==> config.mk <==
export PLATFORM = sky130hd
export DESIGN_NAME = xm23_clock_ctrl
export DESIGN_NICKNAME = d
export VERILOG_FILES = /design/src/rtl/xm23_clock_ctrl.sv
export SDC_FILE = /design/constraint.sdc
export NUM_CORES = 1
export LEC_CHECK = 0
export BUFFER_PORTS_ARGS = -buffer_cell sky130_fd_sc_hd__buf_2
export CAP_MARGIN = 20
export CORE_MARGIN = 2
export CORE_UTILIZATION = 60
export DETAILED_ROUTE_END_ITERATION = 7
export GPL_ROUTABILITY_DRIVEN = 0
export PLACE_DENSITY = 0.91
export SYNTH_ARGS = -nofsm -noshare
export SYNTH_HDL_FRONTEND = slang
export SYNTH_SLANG_ARGS = --single-unit
==> constraint.sdc <==
create_clock -name clock_in -period 12.1 [get_ports clock_in]
set_input_delay 2.42 -clock clock_in [delete_from_list [all_inputs] [get_ports clock_in]]
set_output_delay 2.42 -clock clock_in [all_outputs]
set_load 0.02 [all_outputs]
==> src/rtl/xm23_clock_ctrl.sv <==
// XM23 clock-enable generator: RUN divides clock_in by a loadable ratio, STEP issues one
// tick per debounced button press, HALT issues nothing. Ticks drive cpu_ce, clock, led, tick_count.
module xm23_clock_ctrl #(
    parameter int CNT_W       = 32,
    parameter int DEFAULT_DIV = 50_000_000,
    parameter int DEB_CYCLES  = 500_000,
    parameter int TCNT_W      = 16
) (
    input  logic              clock_in,
    input  logic              reset,
    input  logic [1:0]        mode,
    input  logic              halt_req,
    input  logic [CNT_W-1:0]  div_value,
    input  logic              div_load,
    input  logic              step_btn,
    output logic              cpu_ce,
    output logic              clock,
    output logic              led,
    output logic [TCNT_W-1:0] tick_count
);
    localparam int DW = (DEB_CYCLES < 2) ? 1 : $clog2(DEB_CYCLES);

    typedef enum logic [1:0] {S_HALT, S_RUN, S_STEP_IDLE, S_STEP_WAIT_REL} state_e;

    state_e            state_q, state_d;
    logic [CNT_W-1:0]  cnt_q, cnt_d;
    logic [CNT_W-1:0]  div_q, div_d;
    logic [1:0]        sync_q;
    logic              deb_q;
    logic [DW-1:0]     deb_cnt_q;
    logic              ce_q, clk_q, led_q;
    logic [TCNT_W-1:0] tcnt_q;
    logic              tick;
    logic              eff_run, eff_step, in_step;

    assign eff_run  = !halt_req && (mode == 2'b01);
    assign eff_step = !halt_req && (mode == 2'b10);
    assign in_step  = (state_q == S_STEP_IDLE) || (state_q == S_STEP_WAIT_REL);

    always_comb begin
        state_d = S_HALT;
        cnt_d   = '0;
        div_d   = div_q;
        tick    = 1'b0;
        if (eff_run)
            state_d = S_RUN;
        else if (eff_step)
            state_d = in_step ? state_q : (deb_q ? S_STEP_WAIT_REL : S_STEP_IDLE);

        // Ticks only fire when the state is stable across the edge, so mode
        // changes and halt_req always swallow a coincident tick.
        if (state_q == S_RUN && state_d == S_RUN && !div_load) begin
            if (cnt_q == div_q - 1'b1)
                tick = 1'b1;
            else
                cnt_d = cnt_q + 1'b1;
        end
        if (state_q == S_STEP_IDLE && state_d == S_STEP_IDLE && deb_q) begin
            tick    = 1'b1;
            state_d = S_STEP_WAIT_REL;
        end
        if (state_q == S_STEP_WAIT_REL && state_d == S_STEP_WAIT_REL && !deb_q)
            state_d = S_STEP_IDLE;

        if (div_load)
            div_d = (div_value == '0) ? CNT_W'(1) : div_value;
    end

    always_ff @(posedge clock_in or posedge reset) begin
        if (reset) begin
            state_q <= S_HALT;
            cnt_q   <= '0;
            div_q   <= CNT_W'(DEFAULT_DIV);
            ce_q    <= 1'b0;
            clk_q   <= 1'b0;
            led_q   <= 1'b0;
            tcnt_q  <= '0;
        end else begin
            state_q <= state_d;
            cnt_q   <= cnt_d;
            div_q   <= div_d;
            ce_q    <= tick;
            clk_q   <= clk_q ^ tick;
            led_q   <= led_q ^ tick;
            tcnt_q  <= tcnt_q + TCNT_W'(tick);
        end
    end

    // Debouncer runs in every mode so leaving HALT never sees a stale edge.
    always_ff @(posedge clock_in or posedge reset) begin
        if (reset) begin
            sync_q    <= '0;
            deb_q     <= 1'b0;
            deb_cnt_q <= '0;
        end else begin
            sync_q <= {sync_q[0], step_btn};
            if (sync_q[1] == deb_q) begin
                deb_cnt_q <= '0;
            end else if (deb_cnt_q == DW'(DEB_CYCLES - 1)) begin
                deb_q     <= sync_q[1];
                deb_cnt_q <= '0;
            end else begin
                deb_cnt_q <= deb_cnt_q + 1'b1;
            end
        end
    end

    assign cpu_ce     = ce_q;
    assign clock      = clk_q;
    assign led        = led_q;
    assign tick_count = tcnt_q;
endmodule
==> results.ini <==
[outcome]
status = finished, final reports clean

[route]
finalWirelength_um = 14300
post-route-drc-count = 0
vias = 5025
ant_nets = 0
routedWlPerCell_um = 18.0
drt_iter0_markers = 334
first_pass_iters = 5
avgViaCountPerCell = 6.36

[power]
swShare_pct = 27.4
power.leakage_nw = 2.64
power_frac_seq_pct = 56.4
powerDensity_nw_per_um2 = 105
p_comb_share_pct = 11.1
clkPwrFrac_pct = 32.5
ir_worst_vdd_mv = 0.0717
p_sw_uw = 191
intPower_uw = 506

[placement]
portBuffers = 57
dp_hpwl_um = 10200
placed_cells = 774
pre_cts_ws_ns = 6.85

[sta]
worst_slack_ns = 7.15
setup_violations = 0
slew_headroom_pct = 37.0
rsz0062_at_grt = false
whs_ns = 0.391
drv_slew = 0
min_period_over_period_pct = 40.9
fin_crit_ns = 4.95
max_freq_mhz = 202
skew_ns = 0.0106
finalHoldViolCount = 0
max_slew.worst_pin.slew_ns = 0.945
timing.setup.tns_ns = 0

[die]
die_h_um = 104
fp.dieW_um = 104
initial_core_util_pct = 62.0
core-area_um2 = 9770
placementRows = 36
dieArea_um2 = 10900
io_pins = 58

[global_routing]
grt_pass1_wl_um = 24200
grt_max_degree = 77
antenna_found_initial = 0
grt-ovfl-total = 0
grt_pass1_vias = 4936
grt_use_total_pct = 27.3

[clock_tree]
insertion_delay_ns = 0.37
cts.clk_slew.worst_paths_ns = 0.11
ctsResizeCount = 0
cts_tree = yes
cts_buffer_depth = 2
cts_hold_buf = 0
cts_sinks = 107
clk_root_buffer_cell = clkbuf_8
postCtsSetupRepairBufs = 0
cts_buffers = 9
cts_htree_levels = 3

[critical_path]
critPathMaxFanout = 8
r2r_start = div_q[0]
r2r_end = tick_count[12]
end_kind = flop
reg2reg_depth = 15
crit_arrival_ns = 5.24
startpoint_type = flop
r2r_slack_ns = 7.15
required_ns = 12.40
crit_type = reg2reg

[synthesis]
synthCells = 603
synth-warning-count = 0
async_flop_share_pct = 100
synthesis.nets = 647
ys_ff_latch = 107
synth_flop_cell = dfrtp_1
seq_area_frac_synth_pct = 44.4
avgSynthCellArea_um2 = 10.0
syn_area_um2 = 6060
synth_edf_count = 0
ys_types = 54

[layout]
antenna_cells = 0
area_growth_pct = 9.95
instances_no_fill = 790
drive_above_1_share_pct = 21.0
final_util_pct = 68.2
layout.nets = 696

[hold_path]
hold_end = sync_q[1]
min_path_type = reg2reg
holdPathStages = 0
hp-start = sync_q[0]

[job]
maxCapViolCount = 0

[cell families (layout without fill, tap and decap cells)]
group,count (synthesis),count (layout),share of synthesized area (%)
mux,30,30,5.58
simple gates,236,236,21.7
xor+xnor,100,100,14.5
fa+ha+maj,5,5,1.03
flops,107,107,44.4
buf+inv,38,92,2.52
compound gates,87,87,10.3
[metal layers]
layer / vias up / track usage, % / share of wire [%]
met5: - / 0 / 0
met4: 0 / 9.46 / 2.4
met3: 34 / 5.45 / 7.2
met2: 238 / 45.4 / 49
met1: 2433 / 35.6 / 41
li1: 2320 / - / -
[through the flow]
| step | instance area [µm²] | power (mW) |
|---|---|---|
| global placement | 6450 | 0.468 |
| CTS | 6660 | 0.699 |
| global route | 6660 | 0.729 |
| finish | 6660 | 0.696 |
| detailed placement | 6450 | 0.474 |
| floorplan | 6060 | 0.449 |
[final cells by class]
cell class | count | area, µm²
Multi-Input combinational cell | 458 | 3210
Timing Repair Buffer | 63 | 330
Clock buffer | 9 | 124
Sequential cell | 107 | 2690
Fill cell | 733 | 3110
Tap cell | 133 | 166
Inverter | 13 | 51.3
Clock inverter | 7 | 83.8
[critical path: stages, from the launching register on]
cell     delay, ns
dfrtp_1       0.43
inv_1         0.09
ha_1          0.19
nor3b_2       0.47
nand4_1       0.44
or4_1         0.63
xnor2_1       0.26
nand4_1       0.26
or3_1         0.44
o31ai_1       0.32
ha_1          0.25
ha_1          0.22
nand3_1       0.16
or2_2         0.37
nor2_1        0.16
xor2_1        0.17
[cells in the mapped netlist (all sizes together), types with 7 or more instances]
| master | instances | share of area [%] |
|---|---|---|
| dfrtp | 95 | 39 |
| xnor2 | 53 | 7.7 |
| nor2 | 52 | 3.2 |
| xor2 | 47 | 6.8 |
| a211oi | 36 | 4.5 |
| nand3 | 33 | 2.7 |
| mux2 | 30 | 5.6 |
| nand2 | 28 | 1.7 |
| nand4 | 26 | 2.7 |
| nor4 | 19 | 2.2 |
| clkbuf | 17 | 1.1 |
| inv | 13 | 0.81 |
| nor3 | 13 | 1.2 |
| o21ai | 13 | 1.1 |
| or4 | 13 | 1.7 |
| dfstp | 12 | 5.2 |
| a21oi | 8 | 0.66 |
| buf | 8 | 0.66 |
| and3 | 7 | 0.72 |
| and4 | 7 | 1.0 |
| nor4b | 7 | 1.0 |
[registers in the layout, indices dropped and copies added (netlist names)]
signal	count
cnt_q	32
div_q	32
deb_cnt_q	19
tick_count	16
state_q	2
sync_q	2
clock	1
cpu_ce	1
deb_q	1
led	1
[layout by cell type, fill, tap and decap left out, drive strengths merged, types with 19 or more instances in the layout]
master / n
xor2: 47
buf: 63
nand3: 33
nor2: 52
a211oi: 36
nand4: 26
mux2: 30
dfrtp: 95
nor4: 19
xnor2: 53
nand2: 28
[worst max-delay path by stage]
stage | start | slack [ns] | to | depth (start not counted)
5_1_grt | div_q[0] | 6.80 | tick_count[12] | 15
3_5_place_dp | div_load | 6.85 | tick_count[14] | 11
2_1_floorplan | reset | 6.88 | clock | 1
3_3_place_gp | div_load | 6.99 | tick_count[12] | 11
4_1_cts | div_load | 7.19 | tick_count[12] | 11
6_report | div_q[0] | 7.15 | tick_count[12] | 15
[power by group through the flow]
stage	clock, mW	combinational (mW)	sequential (mW)
6_report	0.227	0.0770	0.393
4_1_cts	0.230	0.0765	0.392
2_1_floorplan	0	0.0586	0.390
5_1_grt	0.248	0.0861	0.395
3_3_place_gp	0	0.0711	0.397
3_5_place_dp	0	0.0753	0.399
No activity file was read; power rests on OpenSTA's default activity.
